[config.mk]
export PLATFORM = sky130hd
export DESIGN_NAME = branch_resolve_flat
export DESIGN_NICKNAME = d
export VERILOG_FILES = /design/src/rtl/br_pkg.sv /design/src/rtl/branch_resolve_if.sv /design/src/rtl/br_shadow_stage.sv /design/src/rtl/branch_resolve.sv /design/src/flat_wrapper.sv
export SDC_FILE = /design/constraint.sdc
export NUM_CORES = 1
export LEC_CHECK = 0
export CAP_MARGIN = 10
export CORE_MARGIN = 2
export CORE_UTILIZATION = 44
export DETAILED_ROUTE_END_ITERATION = 7
export GPL_TIMING_DRIVEN = 0
export PLACE_DENSITY_LB_ADDON = 0.15
export SLEW_MARGIN = 20
export SYNTH_ARGS = -nofsm -noshare
export SYNTH_HDL_FRONTEND = slang
export SYNTH_HIERARCHICAL = 1
export SYNTH_SLANG_ARGS = --single-unit
[constraint.sdc]
create_clock -name clk -period 2.85 [get_ports clk]
set_input_delay 0.7125 -clock clk [delete_from_list [all_inputs] [get_ports clk]]
set_output_delay 0.7125 -clock clk [all_outputs]
set_load 0.02 [all_outputs]
[src/rtl/br_pkg.sv]
// Shared constants for branch_resolve: shadow-entry field widths, PC step and stats width.
package br_pkg;
  localparam int unsigned SH_VALID_W = 1;
  localparam int unsigned SH_TAKEN_W = 1;
  localparam int unsigned PC_INC     = 4;
  localparam int unsigned STAT_W     = 32;
endpackage

[src/rtl/branch_resolve_if.sv]
// Pipeline-facing signal bundle of branch_resolve: IF/EX inputs, stall controls, redirect/update/stats outputs.
interface branch_resolve_if
  import br_pkg::*;
#(
  parameter int unsigned XLEN = 32
);
  logic              if_valid;
  logic [XLEN-1:0]   pc_if;
  logic              pred_taken_if;
  logic [XLEN-1:0]   pred_target_if;
  logic              stall_id;
  logic              stall_ex;
  logic              bubble_ex;
  logic              br_ex;
  logic              taken_ex;
  logic [XLEN-1:0]   target_ex;
  logic              flush_id;
  logic              flush_ex;
  logic              redirect_valid;
  logic [XLEN-1:0]   redirect_pc;
  logic              upd_valid;
  logic [XLEN-1:0]   upd_pc;
  logic              upd_taken;
  logic [STAT_W-1:0] stat_branches;
  logic [STAT_W-1:0] stat_mispred;

  modport master (
    output if_valid, pc_if, pred_taken_if, pred_target_if,
    output stall_id, stall_ex, bubble_ex, br_ex, taken_ex, target_ex,
    input  flush_id, flush_ex, redirect_valid, redirect_pc,
    input  upd_valid, upd_pc, upd_taken, stat_branches, stat_mispred
  );

  modport slave (
    input  if_valid, pc_if, pred_taken_if, pred_target_if,
    input  stall_id, stall_ex, bubble_ex, br_ex, taken_ex, target_ex,
    output flush_id, flush_ex, redirect_valid, redirect_pc,
    output upd_valid, upd_pc, upd_taken, stat_branches, stat_mispred
  );
endinterface

[src/rtl/br_shadow_stage.sv]
// One shadow pipeline register carrying {valid, pc, pred_taken, pred_target}; priority clear > hold > load.
module br_shadow_stage
  import br_pkg::*;
#(
  parameter int unsigned XLEN = 32
) (
  input  logic                  clk,
  input  logic                  rstn,
  input  logic                  clr,
  input  logic                  hold,
  input  logic                  load,
  input  logic [SH_VALID_W-1:0] in_valid,
  input  logic [XLEN-1:0]       in_pc,
  input  logic [SH_TAKEN_W-1:0] in_pred_taken,
  input  logic [XLEN-1:0]       in_pred_target,
  output logic [SH_VALID_W-1:0] out_valid,
  output logic [XLEN-1:0]       out_pc,
  output logic [SH_TAKEN_W-1:0] out_pred_taken,
  output logic [XLEN-1:0]       out_pred_target
);
  logic [SH_VALID_W-1:0] valid_q, valid_d;
  logic [XLEN-1:0]       pc_q, pc_d;
  logic [SH_TAKEN_W-1:0] pred_taken_q, pred_taken_d;
  logic [XLEN-1:0]       pred_target_q, pred_target_d;

  always_comb begin
    valid_d       = valid_q;
    pc_d          = pc_q;
    pred_taken_d  = pred_taken_q;
    pred_target_d = pred_target_q;
    if (clr) begin
      valid_d = '0;
    end else if (!hold && load) begin
      valid_d       = in_valid;
      pc_d          = in_pc;
      pred_taken_d  = in_pred_taken;
      pred_target_d = in_pred_target;
    end
  end

  always_ff @(posedge clk or negedge rstn) begin
    if (!rstn) begin
      valid_q       <= '0;
      pc_q          <= '0;
      pred_taken_q  <= '0;
      pred_target_q <= '0;
    end else begin
      valid_q       <= valid_d;
      pc_q          <= pc_d;
      pred_taken_q  <= pred_taken_d;
      pred_target_q <= pred_target_d;
    end
  end

  assign out_valid       = valid_q;
  assign out_pc          = pc_q;
  assign out_pred_taken  = pred_taken_q;
  assign out_pred_target = pred_target_q;
endmodule

[src/rtl/branch_resolve.sv]
// Checks each EX branch against its own IF prediction; drives redirect/flush and the predictor update.
// Optional saturating statistics counters are built only when BR_STATS_EN is defined.
module branch_resolve
  import br_pkg::*;
#(
  parameter int unsigned XLEN = 32
) (
  input logic             clk,
  input logic             rstn,
  branch_resolve_if.slave bus
);
  logic                  id_valid, ex_valid;
  logic [XLEN-1:0]       id_pc, ex_pc;
  logic [SH_TAKEN_W-1:0] id_pred_taken, ex_pred_taken;
  logic [XLEN-1:0]       id_pred_target, ex_pred_target;
  logic                  mispredict;
  logic                  ex_br_taken;
  logic [XLEN-1:0]       redirect_pc;

  br_shadow_stage #(.XLEN(XLEN)) u_ifid (
    .clk             (clk),
    .rstn            (rstn),
    .clr             (mispredict),
    .hold            (bus.stall_id),
    .load            (1'b1),
    .in_valid        (bus.if_valid),
    .in_pc           (bus.pc_if),
    .in_pred_taken   (bus.pred_taken_if),
    .in_pred_target  (bus.pred_target_if),
    .out_valid       (id_valid),
    .out_pc          (id_pc),
    .out_pred_taken  (id_pred_taken),
    .out_pred_target (id_pred_target)
  );

  br_shadow_stage #(.XLEN(XLEN)) u_idex (
    .clk             (clk),
    .rstn            (rstn),
    .clr             (mispredict | bus.bubble_ex),
    .hold            (bus.stall_ex),
    .load            (1'b1),
    .in_valid        (id_valid),
    .in_pc           (id_pc),
    .in_pred_taken   (id_pred_taken),
    .in_pred_target  (id_pred_target),
    .out_valid       (ex_valid),
    .out_pc          (ex_pc),
    .out_pred_taken  (ex_pred_taken),
    .out_pred_target (ex_pred_target)
  );

  // A non-branch resolves as not-taken, which folds the alias case into the direction check.
  always_comb begin
    ex_br_taken = bus.br_ex & bus.taken_ex;
    mispredict  = 1'b0;
    if (ex_valid) begin
      mispredict = (ex_br_taken != ex_pred_taken)
                 | (ex_br_taken & ex_pred_taken & (ex_pred_target != bus.target_ex));
    end
    redirect_pc = ex_br_taken ? bus.target_ex : ex_pc + XLEN'(PC_INC);
  end

  assign bus.flush_id       = mispredict;
  assign bus.flush_ex       = mispredict;
  assign bus.redirect_valid = mispredict;
  assign bus.redirect_pc    = redirect_pc;

  logic            upd_valid_q, upd_valid_d;
  logic [XLEN-1:0] upd_pc_q, upd_pc_d;
  logic            upd_taken_q, upd_taken_d;

  // A held branch reports only on the cycle it actually leaves EX.
  always_comb begin
    upd_valid_d = ex_valid & bus.br_ex & ~bus.stall_ex;
    upd_pc_d    = upd_pc_q;
    upd_taken_d = upd_taken_q;
    if (upd_valid_d) begin
      upd_pc_d    = ex_pc;
      upd_taken_d = bus.taken_ex;
    end
  end

  always_ff @(posedge clk or negedge rstn) begin
    if (!rstn) begin
      upd_valid_q <= 1'b0;
      upd_pc_q    <= '0;
      upd_taken_q <= 1'b0;
    end else begin
      upd_valid_q <= upd_valid_d;
      upd_pc_q    <= upd_pc_d;
      upd_taken_q <= upd_taken_d;
    end
  end

  assign bus.upd_valid = upd_valid_q;
  assign bus.upd_pc    = upd_pc_q;
  assign bus.upd_taken = upd_taken_q;

`ifdef BR_STATS_EN
  logic [STAT_W-1:0] stat_br_q, stat_br_d;
  logic [STAT_W-1:0] stat_mis_q, stat_mis_d;

  always_comb begin
    stat_br_d  = stat_br_q;
    stat_mis_d = stat_mis_q;
    if (upd_valid_q && (stat_br_q != '1)) stat_br_d = stat_br_q + STAT_W'(1);
    if (mispredict && (stat_mis_q != '1)) stat_mis_d = stat_mis_q + STAT_W'(1);
  end

  always_ff @(posedge clk or negedge rstn) begin
    if (!rstn) begin
      stat_br_q  <= '0;
      stat_mis_q <= '0;
    end else begin
      stat_br_q  <= stat_br_d;
      stat_mis_q <= stat_mis_d;
    end
  end

  assign bus.stat_branches = stat_br_q;
  assign bus.stat_mispred  = stat_mis_q;
`else
  assign bus.stat_branches = '0;
  assign bus.stat_mispred  = '0;
`endif
endmodule

[src/flat_wrapper.sv]
// flat-port wrapper written by rule: the top's interface ports become plain ports
module branch_resolve_flat import br_pkg::*;
#(
  parameter int unsigned XLEN = 32
)
  (clk, rstn, bus_if_valid, bus_pc_if, bus_pred_taken_if, bus_pred_target_if, bus_stall_id, bus_stall_ex, bus_bubble_ex, bus_br_ex, bus_taken_ex, bus_target_ex, bus_flush_id, bus_flush_ex, bus_redirect_valid, bus_redirect_pc, bus_upd_valid, bus_upd_pc, bus_upd_taken, bus_stat_branches, bus_stat_mispred);
  branch_resolve_if #(.XLEN(XLEN)) bus_i ();
  input logic clk;
  input logic rstn;
  input wire logic [$bits(bus_i.if_valid)-1:0] bus_if_valid;
  input wire logic [$bits(bus_i.pc_if)-1:0] bus_pc_if;
  input wire logic [$bits(bus_i.pred_taken_if)-1:0] bus_pred_taken_if;
  input wire logic [$bits(bus_i.pred_target_if)-1:0] bus_pred_target_if;
  input wire logic [$bits(bus_i.stall_id)-1:0] bus_stall_id;
  input wire logic [$bits(bus_i.stall_ex)-1:0] bus_stall_ex;
  input wire logic [$bits(bus_i.bubble_ex)-1:0] bus_bubble_ex;
  input wire logic [$bits(bus_i.br_ex)-1:0] bus_br_ex;
  input wire logic [$bits(bus_i.taken_ex)-1:0] bus_taken_ex;
  input wire logic [$bits(bus_i.target_ex)-1:0] bus_target_ex;
  output wire logic [$bits(bus_i.flush_id)-1:0] bus_flush_id;
  output wire logic [$bits(bus_i.flush_ex)-1:0] bus_flush_ex;
  output wire logic [$bits(bus_i.redirect_valid)-1:0] bus_redirect_valid;
  output wire logic [$bits(bus_i.redirect_pc)-1:0] bus_redirect_pc;
  output wire logic [$bits(bus_i.upd_valid)-1:0] bus_upd_valid;
  output wire logic [$bits(bus_i.upd_pc)-1:0] bus_upd_pc;
  output wire logic [$bits(bus_i.upd_taken)-1:0] bus_upd_taken;
  output wire logic [$bits(bus_i.stat_branches)-1:0] bus_stat_branches;
  output wire logic [$bits(bus_i.stat_mispred)-1:0] bus_stat_mispred;
  assign bus_i.if_valid = bus_if_valid;
  assign bus_i.pc_if = bus_pc_if;
  assign bus_i.pred_taken_if = bus_pred_taken_if;
  assign bus_i.pred_target_if = bus_pred_target_if;
  assign bus_i.stall_id = bus_stall_id;
  assign bus_i.stall_ex = bus_stall_ex;
  assign bus_i.bubble_ex = bus_bubble_ex;
  assign bus_i.br_ex = bus_br_ex;
  assign bus_i.taken_ex = bus_taken_ex;
  assign bus_i.target_ex = bus_target_ex;
  assign bus_flush_id = bus_i.flush_id;
  assign bus_flush_ex = bus_i.flush_ex;
  assign bus_redirect_valid = bus_i.redirect_valid;
  assign bus_redirect_pc = bus_i.redirect_pc;
  assign bus_upd_valid = bus_i.upd_valid;
  assign bus_upd_pc = bus_i.upd_pc;
  assign bus_upd_taken = bus_i.upd_taken;
  assign bus_stat_branches = bus_i.stat_branches;
  assign bus_stat_mispred = bus_i.stat_mispred;
  branch_resolve #(.XLEN(XLEN)) u_core (.clk(clk), .rstn(rstn), .bus(bus_i));
endmodule
# After elaboration in Yosys (flattened, before gate mapping)
# Index checks and enable logic that the tools add are counted.
# Widths: inputs -> output; s select.
[totals] regBits=166 in_bits=105
[classes] n_addsub=1 eq_ne=4 n_mux=6 bitwise=11 reduce_logical=2
[op_table] cell="$add 32x3->32 const B" n=1
[op_table] cell="$mux 32" n=1
[op_table] cell="$ne 32x32->1" n=1
[op_table] cell="$and 1x1->1" n=5
[op_table] cell="$mux 1" n=5
[op_table] cell="$ne 2x1->1 const B" n=2
[op_table] cell="$not 1->1" n=4
[op_table] cell="$reduce_and 2->1" n=2
[op_table] cell="$or 1x1->1" n=2
[op_table] cell="$ne 1x1->1" n=1

# Depth between registers and ports, before layout
[depth] ltp_word=8 mapped_depth=11 depth_no_buf=7

# By module
# The synthesis kept the hierarchy.
[modules_own_cells] module="br_shadow_stage" n_inst=2 cells_each=142 area_each_um2=2737.6
[modules_own_cells] module="branch_resolve" n_inst=1 cells_each=411 area_each_um2=3081.7

# Least setup slack after synthesis
# Ideal clock, no wire load.
[synth_timing] path_kind="input-to-output" from="in bus_br_ex" to="out bus_flush_id" arrival_time_ns=1.990 slack_ns=0.147 path_stages=8 path_buffers=3 path_cell_list="nand2_1 > buf_6 > buf_6 > inv_1 > ha_1 > nand2_1 > nand2_1 > buf_4"
[synth_between] elab_chain_len=5
[synth_lines] item="from (decl)" line_no="flat_wrapper.sv:17" text="input wire logic [$bits(bus_i.br_ex)-1:0] bus_br_ex;"
[synth_lines] item="$and 1x1->1 (*)" line_no="branch_resolve.sv:54" text="ex_br_taken = bus.br_ex & bus.taken_ex;"
[synth_lines] item="$and 1x1->1 (2 in a row)" line_no="branch_resolve.sv:58" text="| (ex_br_taken & ex_pred_taken & (ex_pred_target != bus.target_ex));"
[synth_lines] item="$or 1x1->1 (*)" line_no="branch_resolve.sv:58"
[synth_lines] item="$mux 1 (*)" line_no="branch_resolve.sv:56" text="if (ex_valid) begin"
[synth_lines] item="to (decl)" line_no="flat_wrapper.sv:20" text="output wire logic [$bits(bus_i.flush_id)-1:0] bus_flush_id;"
# Mark *: on every way between the ends. The rest lies on a longest branch, timed or not.

# Final worst setup path
[layout_timing] from="reg u_core.u_idex.pc_q[5], in the netlist u_core/u_idex/out_pc[5]" to="out bus_redirect_pc[26]"
[layout_between] elab_chain_len=2
[layout_lines] item="from (decl)" line_no="br_shadow_stage.sv:22" text="logic [XLEN-1:0] pc_q, pc_d;"
[layout_lines] item="from (signal assigned)" line_no="br_shadow_stage.sv:49" text="pc_q <= pc_d;"
[layout_lines] item="$add 32x3->32" line_no="branch_resolve.sv:60" text="redirect_pc = ex_br_taken ? bus.target_ex : ex_pc + XLEN'(PC_INC);"
[layout_lines] item="$mux 32" line_no="branch_resolve.sv:60"
[layout_lines] item="to (decl)" line_no="flat_wrapper.sv:23" text="output wire logic [$bits(bus_i.redirect_pc)-1:0] bus_redirect_pc;"
# No other way between the ends.

==> run metrics <==
core region area=19300 sq um; Core Util, Final=0.629; worst-margin pin slew=540 ps; cell taking the most area after synthesis=dfrtp_1; failing checks=setup timing; Setup WS pre-CTS=-1140 ps; CTS Buffer Depth=2; footprint of the multi-input gates=4140 sq um; period utilization=1.11; Remaining Overflow, GRT=0; first-pass GRT wire length=roughly 34 mm; clk_lat worst skew=around 420 ps; critical path data required time=2140 ps; Initial Utilization=0.444; Top FF cell, synth=dfrtp_1; final hold slack=190 ps; dpl cells=1199; Total Power=9.47 mW; Fill cells=1526; post-route ant nets=0; WL/cell=roughly 17 um; boundary pin count=238; Residual DRC=0; Starting DRT DRC Count=313; IO buf count=between 150 and 200; Post-CTS Hold Buffers=0; CTS Buf Count=17; crit path from=u_core/u_idex/out_pc[5]; critical path peak fanout=5; relative max-transition margin=0.640; CTS tree=done; DIE HEIGHT=143 um; Site Rows=51; Mapped Area=8560 sq um; CTS Sinks=approximately 170; FF/Latch Area=4180 sq um; worst path arrival time=2440 ps; cell count after synthesis=roughly 700; Peak VDD IR=0.426 mV; vias in the first global route=6106; Seq/Total Area, Yosys=0.485; synth cell count leaders=166 x dfrtp_1, 101 x nand2_1, 100 x mux2_4, 68 x buf_4, 39 x nor2_1; Cell Pwr Density=781 nW/um^2; estimated wirelength of the detail-placed design=around 16 mm; CTS clock-pin slew for the worst setup and hold paths=around 70 ps; final wirelength=22.3 mm; DR pass1 iterations=4; Inserted Diodes=0; die area=20600 sq um; Max Cap Viol=0; final cell count without fillers=1278; Async S/R FF share, synth=1.00; startpoint types=flop; HP Class=input pin to async pin; top cells by area, synth=dfrtp_1 49%, mux2_4 18%, buf_4 6.0%; nets@finish=roughly 1100; FF+latch count, synth=166; drt via density=4.64; area grow syn2layout=41.6%; Critical path destination=bus_redirect_pc[26]; critical path endpoint category=primary output; Slew Viols, Final=0; share of the synthesized area in the top cell type=0.485; count of different cell masters after synthesis=36; DR vias=5926; Post-synth EDFFs=0; status=finished with violations; yosys warns=6; clk_skew=9.97 ps; GRT Resource Usage Total=0.224; RSZ-0062 raised after global routing=yes; critical path type=flop to primary output; min cycle time layout=3150 ps; syn_area_per_cell=~12 sq um; clock root buffer=clkbuf_16; most common cell in the synthesized netlist=dfrtp_1; CTS H-tree depth=4; Final WS setup=-303 ps; Placer Congestion=0.814; Pleak=5.69 nW; worst r2r src=u_core/u_idex/out_pred_target[9]; FF-to-FF End=u_core/u_ifid/out_pred_target[14]; fmax=roughly 0.32 GHz; DIE WIDTH=143 um; antenna violations before repair=0; Hold Fails Final Rpt=0; Reg2Reg Depth=10; layout cell share with drive strength beyond 1=0.417; final setup fails=20; largest net degree at the start of global routing=67; FF-to-FF setup slack=260 ps
registers in the layout (all words and copies together) (netlist names), 32 cells and up:
register                       flops
u_core/bus.upd_pc                 32
u_core/u_idex/out_pc              32
u_core/u_idex/out_pred_target     32
u_core/u_ifid/out_pc              32
u_core/u_ifid/out_pred_target     32
per-layer routing:
| metal | share of wire | global-route usage | wire length [um] | up-vias |
|---|---|---|---|---|
| li1 | - | - | - | 2807 |
| met1 | 0.44 | 0.308 | 9820 | 2879 |
| met2 | 0.47 | 0.355 | 10500 | 226 |
| met3 | 0.080 | 0.0643 | 1790 | 14 |
| met4 | 0.011 | 0.0521 | 252 | 0 |
| met5 | 0 | 0 | 0 | - |
power by group:
part | switching [mW] | internal (mW)
combinational | 1.68 | 1.98
clock | 0.977 | 1.15
sequential | 0.597 | 3.09
total | 3.26 | 6.21
per-stage QoR:
step,TNS [ps],instance area [sq um]
floorplan,0,8800
global placement,-1073990,10900
detailed placement,-105430,10900
CTS,-2990,12000
global route,-5700,12100
finish,-3070,12100
logic make-up after synthesis:
logic type / Yosys count / share of synthesized area
xor+xnor: 60 / 0.0614
buf+inv: 102 / 0.101
simple gates: 194 / 0.107
mux: 135 / 0.221
other cells: 2 / 0.000878
fa+ha+maj: 2 / 0.00292
compound gates: 34 / 0.0202
flops: 166 / 0.485
area by class of cell:
type | instances | share of cell area
Buffer | 95 | 0.0705
Clock buffer | 19 | 0.0365
Clock inverter | 13 | 0.00816
Inverter | 6 | 0.00186
Multi-Input combinational cell | 492 | 0.342
Sequential cell | 166 | 0.345
Tap cell | 265 | 0.0274
Timing Repair Buffer | 222 | 0.169
worst min-delay path by stage:
| stage | slack [ps] | endpoint |
|---|---|---|
| after global placement | 460 | u_core/bus.upd_pc[7] |
| final | 190 | u_core/u_ifid/out_pc[1] |
| after detailed placement | 460 | u_core/bus.upd_pc[22] |
| after floorplan | 420 | u_core/bus.upd_pc[0] |
| after CTS | 180 | u_core/u_ifid/out_pc[1] |
| after global routing | 190 | u_core/u_ifid/out_pc[1] |
worst max-delay path, stage by stage, from the launching register on:
cell      delay [ps]
dfrtp_1          370
clkbuf_8         150
nand4_1          150
or4_4            660
nor3_4           230
xnor2_2          120
a21oi_2          200
buf_6            140
repair_timing:
item,in CTS,in global routing
endpoints found under the setup margin,165,27
gates resized for setup,267,47
cloned,1,0
pin swaps,49,23
buffers inserted,43,4
cells in the final DEF, fill, tap and decap left out, drive strengths merged, types with 3 or more instances in the layout:
master and n:
or4 3, nor4 9, nand2 101, buf 161, clkinvlp 6, xnor2 23
a21oi 29, dfrtp 166, clkinv 3, nor3 10, inv 10, nor2 41
clkbuf 37, clkdlybuf4s15 13, and4 4, clkdlybuf4s50 103, xor2 37, dlygate4sd2 21
conb 66, nand3 7, mux2 133, nand4 13, o21ai 4
No activity file was read; power rests on OpenSTA's default activity.
